==> config.mk <==
export PLATFORM = sky130hd
export DESIGN_NAME = spi_serf
export DESIGN_NICKNAME = d
export VERILOG_FILES = /design/src/rtl/spi_serf.sv
export SDC_FILE = /design/constraint.sdc
export NUM_CORES = 1
export LEC_CHECK = 0
export BUFFER_PORTS_ARGS = -buffer_cell sky130_fd_sc_hd__clkbuf_2
export CAP_MARGIN = 20
export CORE_MARGIN = 4
export CORE_UTILIZATION = 54
export CTS_BUF_LIST = sky130_fd_sc_hd__clkbuf_8
export CTS_CLUSTER_DIAMETER = 30
export DETAILED_ROUTE_END_ITERATION = 16
export PLACE_DENSITY_LB_ADDON = 0.1
export SETUP_SLACK_MARGIN = 0.02
export SLEW_MARGIN = 25
export SYNTH_ARGS = -nofsm -noshare
export SYNTH_HDL_FRONTEND = slang
export SYNTH_SLANG_ARGS = --single-unit
==> constraint.sdc <==
create_clock -name clk -period 1.85 [get_ports clk]
set_input_delay 0.0925 -clock clk [delete_from_list [all_inputs] [get_ports clk]]
set_output_delay 0.0925 -clock clk [all_outputs]
set_load 0.01 [all_outputs]
==> src/rtl/spi_serf.sv <==
// -----------------------------------------------------------------------------
// spi_serf : SPI responder for the far end of the 16-bit SPI monarch link.
//
// Runs entirely on the system clock and oversamples SCLK, SS_n and MOSI
// (SCLK idles high, CPOL=1/CPHA=1, MSB first). A frame is a command byte
// {R/W_n, addr[6:0]} followed by a data byte. Reads ask the parent for data
// mid-frame via addr/addr_vld/rsp_data. Writes hand addr/wr_data to the parent
// with wr_vld at frame end.
//
// Ports
//   clk        in   system clock
//   rst_n      in   asynchronous active-low reset
//   SS_n       in   serf select, active low (asynchronous)
//   SCLK       in   serial clock, idles high (asynchronous)
//   MOSI       in   serial data from monarch (asynchronous)
//   MISO       out  serial data to monarch
//   addr[6:0]  out  register address from the command byte
//   rnw        out  1 = read, 0 = write
//   addr_vld   out  one-clk pulse when the command byte is complete
//   rsp_data   in   read data from the parent, sampled 1 clk after addr_vld
//   wr_vld     out  one-clk pulse at the end of a valid write frame
//   wr_data    out  data byte of the last write frame
//   rd_done    out  one-clk pulse at the end of a valid read frame
//   frame_err  out  one-clk pulse when a frame ends with a bit count != 16
//
// Build option
//   SPI_SERF_MISO_TRI_EN : when defined, MISO floats (1'bz) while the
//   synced SS_n is high or the block is idle, so several serfs can share
//   one MISO line. When undefined, MISO is always driven from tx_shft[15].
// -----------------------------------------------------------------------------
module spi_serf (
    input  logic       clk,
    input  logic       rst_n,
    input  logic       SS_n,
    input  logic       SCLK,
    input  logic       MOSI,
    output logic       MISO,
    output logic [6:0] addr,
    output logic       rnw,
    output logic       addr_vld,
    input  logic [7:0] rsp_data,
    output logic       wr_vld,
    output logic [7:0] wr_data,
    output logic       rd_done,
    output logic       frame_err
);

    typedef enum logic [1:0] {
        ST_IDLE = 2'd0,
        ST_CMD  = 2'd1,
        ST_RSP  = 2'd2,
        ST_DATA = 2'd3
    } state_t;

    state_t      state_q, state_d;

    // Synchronizer chains: [0] first stage, [1] synced value, [2] edge history.
    logic [2:0]  sclk_sync_q, sclk_sync_d;
    logic [2:0]  ss_sync_q,   ss_sync_d;
    logic [1:0]  mosi_sync_q, mosi_sync_d;

    // Marks the synchronizer pipeline as refilled from the pins after reset.
    logic [1:0]  fill_q, fill_d;
    logic        armed_q, armed_d;

    logic [4:0]  bit_cnt_q, bit_cnt_d;
    logic [15:0] rx_shft_q, rx_shft_d;
    logic [15:0] tx_shft_q, tx_shft_d;

    logic [6:0]  addr_q, addr_d;
    logic        rnw_q, rnw_d;
    logic [7:0]  wr_data_q, wr_data_d;
    logic        addr_vld_q, addr_vld_d;
    logic        wr_vld_q, wr_vld_d;
    logic        rd_done_q, rd_done_d;
    logic        frame_err_q, frame_err_d;

    logic        sclk_rise, sclk_fall, ss_rise, ss_fall;

    assign sclk_rise =  sclk_sync_q[1] & ~sclk_sync_q[2];
    assign sclk_fall = ~sclk_sync_q[1] &  sclk_sync_q[2];
    assign ss_rise   =  ss_sync_q[1]   & ~ss_sync_q[2];
    assign ss_fall   = ~ss_sync_q[1]   &  ss_sync_q[2];

    always_comb begin
        sclk_sync_d = {sclk_sync_q[1:0], SCLK};
        ss_sync_d   = {ss_sync_q[1:0], SS_n};
        mosi_sync_d = {mosi_sync_q[0], MOSI};
        fill_d      = {fill_q[0], 1'b1};
    end

    // Next-state and datapath logic.
    always_comb begin
        state_d     = state_q;
        bit_cnt_d   = bit_cnt_q;
        rx_shft_d   = rx_shft_q;
        tx_shft_d   = tx_shft_q;
        addr_d      = addr_q;
        rnw_d       = rnw_q;
        wr_data_d   = wr_data_q;
        addr_vld_d  = 1'b0;
        wr_vld_d    = 1'b0;
        rd_done_d   = 1'b0;
        frame_err_d = 1'b0;

        // The sync flops reset to 1, so right after reset the synced SS_n
        // reads high even if the pin is low. Only trust it once the pipeline
        // has been refilled from the pin; otherwise a reset released
        // mid-frame would arm immediately and see a bogus SS_n fall.
        armed_d = armed_q | (fill_q[1] & ss_sync_q[1]);

        // SCLK edges are applied before any frame-end evaluation below,
        // which looks at the _d values.
        if (sclk_rise) begin
            rx_shft_d = {rx_shft_q[14:0], mosi_sync_q[1]};
            bit_cnt_d = (bit_cnt_q == 5'd31) ? 5'd31 : bit_cnt_q + 5'd1;
        end
        if (sclk_fall) begin
            tx_shft_d = {tx_shft_q[14:0], 1'b0};
        end

        case (state_q)
            ST_IDLE: begin
                if (ss_fall && armed_q) begin
                    state_d   = ST_CMD;
                    bit_cnt_d = 5'd0;
                    rx_shft_d = 16'h0000;
                    tx_shft_d = 16'h0000;
                end
            end
            ST_CMD: begin
                if (ss_rise) begin
                    state_d     = ST_IDLE;
                    frame_err_d = 1'b1;
                end else if (bit_cnt_d == 5'd8) begin
                    state_d    = ST_RSP;
                    addr_d     = rx_shft_d[6:0];
                    rnw_d      = rx_shft_d[7];
                    addr_vld_d = 1'b1;
                end
            end
            ST_RSP: begin
                if (ss_rise) begin
                    state_d     = ST_IDLE;
                    frame_err_d = 1'b1;
                end else begin
                    // Bit 15 is left alone: the next SCLK fall moves
                    // rsp_data[7] into the MISO position.
                    state_d         = ST_DATA;
                    tx_shft_d[14:7] = rsp_data;
                end
            end
            ST_DATA: begin
                if (ss_rise) begin
                    state_d = ST_IDLE;
                    if (bit_cnt_d == 5'd16) begin
                        if (rnw_q) begin
                            rd_done_d = 1'b1;
                        end else begin
                            wr_data_d = rx_shft_d[7:0];
                            wr_vld_d  = 1'b1;
                        end
                    end else begin
                        frame_err_d = 1'b1;
                    end
                end
            end
            default: state_d = ST_IDLE;
        endcase
    end

    always_ff @(posedge clk or negedge rst_n) begin
        if (!rst_n) begin
            sclk_sync_q <= 3'b111;
            ss_sync_q   <= 3'b111;
            mosi_sync_q <= 2'b11;
            fill_q      <= 2'b00;
            armed_q     <= 1'b0;
            state_q     <= ST_IDLE;
            bit_cnt_q   <= 5'd0;
            rx_shft_q   <= 16'h0000;
            tx_shft_q   <= 16'h0000;
            addr_q      <= 7'd0;
            rnw_q       <= 1'b0;
            wr_data_q   <= 8'd0;
            addr_vld_q  <= 1'b0;
            wr_vld_q    <= 1'b0;
            rd_done_q   <= 1'b0;
            frame_err_q <= 1'b0;
        end else begin
            sclk_sync_q <= sclk_sync_d;
            ss_sync_q   <= ss_sync_d;
            mosi_sync_q <= mosi_sync_d;
            fill_q      <= fill_d;
            armed_q     <= armed_d;
            state_q     <= state_d;
            bit_cnt_q   <= bit_cnt_d;
            rx_shft_q   <= rx_shft_d;
            tx_shft_q   <= tx_shft_d;
            addr_q      <= addr_d;
            rnw_q       <= rnw_d;
            wr_data_q   <= wr_data_d;
            addr_vld_q  <= addr_vld_d;
            wr_vld_q    <= wr_vld_d;
            rd_done_q   <= rd_done_d;
            frame_err_q <= frame_err_d;
        end
    end

    assign addr      = addr_q;
    assign rnw       = rnw_q;
    assign wr_data   = wr_data_q;
    assign addr_vld  = addr_vld_q;
    assign wr_vld    = wr_vld_q;
    assign rd_done   = rd_done_q;
    assign frame_err = frame_err_q;

`ifdef SPI_SERF_MISO_TRI_EN
    assign MISO = (ss_sync_q[1] || (state_q == ST_IDLE)) ? 1'bz : tx_shft_q[15];
`else
    assign MISO = tx_shft_q[15];
`endif

endmodule

Yosys cells after proc, flatten, opt, wreduce, memory -nomap -nowiden --
Cells that the tools add are included.
Cells by class: reductions and logical operators 6, bitwise gates (word level) 12, eq/ne operators 9, add/subtract/negate cells 1, multiplexer cells 34
Operators by type and width (number):
- 16-bit 2-to-1 mux | 5
- 5-bit 2-to-1 mux | 4
- 8-bit case mux with 2 select lines | 1
- 1-bit 2-to-1 mux | 15
- 5-bit equality test (second input constant) | 2
- 2-bit 2-to-1 mux | 5
- 8-bit 2-to-1 mux | 1
- 2-bit case mux with 4 select lines | 1
- 7-bit 2-to-1 mux | 1
- 1-bit inverter | 6
- 3-bit AND reduction | 2
- 5-bit by 1-bit adder with 5-bit output (second input constant) | 1
- 1-bit bitwise AND | 5
- 5-bit by 4-bit equality test with 1-bit output (second input constant) | 1
- 2-bit equality test (second input constant) | 2
- 2-bit != test (second input constant) | 2
- 4-bit AND reduction | 1
- 3-bit != test (second input constant) | 1
- 2-bit by 1-bit equality test with 1-bit output (second input constant) | 1
- 2-bit zero test | 1
- 1-bit case mux with 2 select lines | 1
- 2-bit OR reduction | 1
- 1-bit logical AND | 1
- 1-bit bitwise OR | 1
Storage, ports and cells: input bits 13, word-level logic and storage cells 78, output and inout bits 21, register bits 70

Longest topological paths before layout --
word-level depth 7, gate-level depth with buffers 7, gate-level depth less buffers 6

Worst setup path before layout --
OpenSTA, ideal clock, no wires.
kind register to register, start point reg bit_cnt_q[0], end point reg wr_data_q[0], in the netlist wr_data[0], clock period less this slack 1.909 ns, path slack -0.059 ns, data required time 1.725 ns, library setup time 0.125 ns, path buffers 1, data arrival time 1.784 ns, stages on the path, launching flop included 8, path through dfrtp_1 ha_1 nand4b_1 nor3b_1 a211o_1 and4_4 buf_6 mux2_4
On the way: cells in the longest elaborated chain, start to end 5, elaborated cells on any way between the ends 6, classes of those cells add/sub (1); eq/ne (2); mux (2); reduce/logical (1)
RTL lines:
- from (decl) | RTL line 66 | logic [4:0] bit_cnt_q, bit_cnt_d;
- from (signal assigned) | RTL line 197 | bit_cnt_q <= bit_cnt_d;
- 5-bit by 1-bit adder with 5-bit output / 5-bit equality test (equally long branches) | RTL line 116 | bit_cnt_d = (bit_cnt_q == 5'd31) ? 5'd31 : bit_cnt_q + 5'd1;
- 5-bit 2-to-1 mux | RTL line 116
- 5-bit 2-to-1 mux * | RTL line 114 | if (sclk_rise) begin
- 5-bit equality test * | RTL line 156 | if (bit_cnt_d == 5'd16) begin
- 4-bit AND reduction (no source line) *
- to (signal assigned) | RTL line 202 | wr_data_q <= wr_data_d;
- to (decl) | RTL line 72 | logic [7:0] wr_data_q, wr_data_d;
Mark *: on every way between the ends. The rest lies on a longest branch, timed or not. A chain may end at the register's enable or synchronous reset.

Worst setup path in the final report --
start point reg bit_cnt_q[0], end point reg addr_q[2], in the netlist addr[2]
On the way: cells in the longest elaborated chain, start to end 5, elaborated cells on any way between the ends 6, classes of those cells add/sub (1); eq/ne (2); mux (2); reduce/logical (1)
RTL lines:
- 5-bit by 1-bit adder with 5-bit output / 5-bit equality test (equally long branches) | RTL line 116
- 5-bit 2-to-1 mux | RTL line 116
- 5-bit 2-to-1 mux * | RTL line 114
- 5-bit by 4-bit equality test with 1-bit output * | RTL line 135 | end else if (bit_cnt_d == 5'd8) begin
- 3-bit AND reduction (no source line) *
- to (signal assigned) | RTL line 200 | addr_q <= addr_d;
- to (decl) | RTL line 70 | logic [6:0] addr_q, addr_d;
Marked as above.

==> impl_metrics.env <==
export IMPL_status="finished with violations"
export IMPL_failed_checks="negative setup slack"
export IMPL_crit_path_end_kind="register"
export IMPL_numCtsBuffers=9
export IMPL_finalClockSkew_ns=0.00802
export IMPL_dr_pass1_iters=4
export IMPL_port_buffers=33
export IMPL_path_buf_inv=1
export IMPL_r2r_slack_ns=-0.17
export IMPL_total_power_mw=3.38
export IMPL_post_drt_wl_per_cell_um=14.7
export IMPL_syn_area_mm2=0.00272
export IMPL_cp_required_ns=2.07
export IMPL_fmax_ghz=0.495
export IMPL_grt_max_degree=63
export IMPL_holdWs_ns=0.0183
export IMPL_area_sequential_mm2=0.00156
export IMPL_area_delta_synth_final_pct=27.0
export IMPL_remaining_drc_errors=0
export IMPL_crit_path_max_incr_delay_ns=0.41
export IMPL_top_usage_layer="met2"
export IMPL_synth_top_area_frac=0.497
export IMPL_slew_viol_final=0
export IMPL_power_density_mw_per_mm2=978
export IMPL_gr_usage_all_layers=0.195
export IMPL_p_switching_mw=1.00
export IMPL_synth_top_area_cell="dfrtp_1"
export IMPL_netlist_instances=243
export IMPL_post_place_ws_ns=-0.0896
export IMPL_finalCriticalPeriod_ns=2.02
export IMPL_clkLatencyLatePin_ns=0.33
export IMPL_cts_tree="done"
export IMPL_max_cap_violations=0
export IMPL_finalWirelength_mm=5.58
export IMPL_final_util=0.722
export IMPL_fillers=358
export IMPL_period_share=1.09
export IMPL_first_iter_violations=110
export IMPL_syn_num_nets=261
export IMPL_initial_core_util=0.568
export IMPL_die_y_um=79.0
export IMPL_synth_area_leaders="dfrtp_1 50%, dfstp_2 7.7%, nand2_1 7.3%"
export IMPL_grtUsageMet1=0.265
export IMPL_critical_path_class="register to register"
export IMPL_die_x_um=79.0
export IMPL_crit_slowest_cell="dfrtp_1"
export IMPL_diodes=0
export IMPL_switching_share=0.296
export IMPL_nets=324
export IMPL_worst_slack_ns=-0.171
export IMPL_clk_pin_slew_worst_paths_ns=0.06
export IMPL_num_vias=1998
export IMPL_grtUsageMet3=0.0408
export IMPL_p_clk_frac=0.290
export IMPL_fin_area_mm2=0.00345
export IMPL_io_pins=34
export IMPL_p_leak_nw=1.73
export IMPL_syn_area_per_cell_um2=11.2
export IMPL_crit_fanout=5
export IMPL_vias_per_cell=5.29
export IMPL_hold_viol=0
export IMPL_start_kind="register"
export IMPL_hold_class="input pin to register"
export IMPL_use_met2=0.296
export IMPL_htree_levels=3
export IMPL_synth_ff_latch_count=62
export IMPL_yosys_warnings=0
export IMPL_core_mm2=0.00479
export IMPL_synth_main_ff_cell="dfrtp_1"
export IMPL_grt_antenna_before_repair=0
export IMPL_rows=25
export IMPL_dp_hpwl_mm=3.48
export IMPL_crit_family="simple AND/OR/NAND/NOR gates"
export IMPL_finalSetupViolations=17
export IMPL_arrival_ns=2.24
export IMPL_ys_seq_area_frac=0.574
export IMPL_ant_nets=0
export IMPL_gr_total_overflow=0
export IMPL_root_buffer="clkbuf_8"
export IMPL_cts_path_max_buffers=2
export IMPL_multi_input_area_mm2=0.00122
export IMPL_grt_pass1_wl_mm=9.32
export IMPL_synth_edf_count=0
export IMPL_vdd_ir_drop_max_mv=0.550
export IMPL_crit_chain="ha_4 -> nand4b_1 -> o32ai_2 -> and4bb_1 -> buf_4 -> mux2_4"
export IMPL_rsz0062_at_grt="yes"
export IMPL_dieArea_mm2=0.00624
export IMPL_p_seq_frac=0.473
export IMPL_async_flop_share=1.00
export IMPL_synth_cell_types=41
export IMPL_clock_sinks=62
export IMPL_comb_power_share=0.237
export IMPL_p_int_mw=2.38
export IMPL_grt_pass1_vias=2026
export IMPL_drive_gt1_frac=0.350
export IMPL_gp_congestion=0.826
export IMPL_placed_area_mm2=0.00312
## flip-flops by register name, indices dropped and copies added (netlist names)
signal       count
tx_shft_q       16
rx_shft_q        8
wr_data          8
addr             7
bit_cnt_q        5
sclk_sync_q      3
ss_sync_q        3
fill_q           2
mosi_sync_q      2
state_q          2
addr_vld         1
armed_q          1
frame_err        1
rd_done          1
rnw              1
wr_vld           1
## power by group through the flow
stage	Combinational (mW)	Sequential, mW	Clock [mW]
2_1_floorplan	0.373	1.62	0
3_3_place_gp	0.648	1.60	0
3_5_place_dp	0.658	1.61	0
4_1_cts	0.729	1.59	0.994
5_1_grt	0.885	1.61	1.06
6_report	0.802	1.60	0.979
## worst register-to-register path, cell delays in order, from the launching register on
cell	delay [ns]
dfrtp_1	0.41
ha_4	0.18
nand4b_1	0.23
o32ai_2	0.35
and4bb_1	0.26
buf_4	0.18
mux2_4	0.31
## what timing repair did
| action | 4_1_cts | 5_1_grt |
|---|---|---|
| hold buffers | 4 | 0 |
| gates cloned | 1 | 0 |
| setup buffers | 1 | 3 |
| resized for setup | 6 | 7 |
| endpoints found under the hold margin | 57 | 0 |
| pin swaps | 2 | 5 |
| setup endpoints to repair | 17 | 20 |
## synthesized netlist by cell type (all sizes together), types with 2 or more instances
cell and n:
a21o 2, a21oi 10, and2b 2, and3b 2
buf 4, clkbuf 7, dfrtp 54, dfstp 8
ha 5, inv 4, mux2 16, mux2i 9
nand2 53, nand2b 4, nand3 3, nor2 9
nor2b 10, nor3 5, nor3b 2, o211ai 8
o21ai 10, o32ai 2
## metal layers
metal	wire, um	vias up
met5	0	-
met4	84	0
met3	237	12
met2	2610	40
met1	2640	987
li1	-	959
## worst paths after layout
kind / start / endpoint / cells after the start
max: bit_cnt_q[0] / addr[2] / 6
min reg2reg: fill_q[0] / fill_q[1] / 0
min: rsp_data[5] / tx_shft_q[12] / 3
min in group asynchronous: rst_n / tx_shft_q[8] / 3
max in group asynchronous: rst_n / sclk_sync_q[1] / 3
max reg2reg: bit_cnt_q[0] / addr[2] / 6
## metrics by stage
step           TNS [ns]  std cells
6_report          -2.48        378
5_1_grt           -4.42        378
4_1_cts           -1.34        375
3_5_place_dp      -1.04        353
3_3_place_gp     -0.238        353
2_1_floorplan    -0.350        243
## cell usage in the layout, fill, tap and decap left out, drive strengths merged, types with 9 or more instances in the layout
master,count
a21oi,10
buf,25
clkbuf,43
dfrtp,54
mux2,16
mux2i,9
nand2,53
nor2,9
nor2b,10
o21ai,10
## layout make-up
cell class,instances,share of cell area
Clock buffer,10,0.0399
Clock inverter,6,0.00725
Inverter,4,0.00435
Multi-Input combinational cell,167,0.354
Sequential cell,62,0.452
Tap cell,67,0.0243
Timing Repair Buffer,62,0.118
## cell families (layout without fill, tap and decap cells)
group | count (synthesis) | after routing | share of synthesized area
flops | 62 | 62 | 0.574
fa+ha+maj | 5 | 5 | 0.0230
mux | 25 | 25 | 0.110
buf+inv | 15 | 82 | 0.0258
simple gates | 95 | 96 | 0.169
compound gates | 40 | 40 | 0.0961
other cells | 1 | 1 | 0.00138
Note: power is estimated with default switching activity, not from simulation.
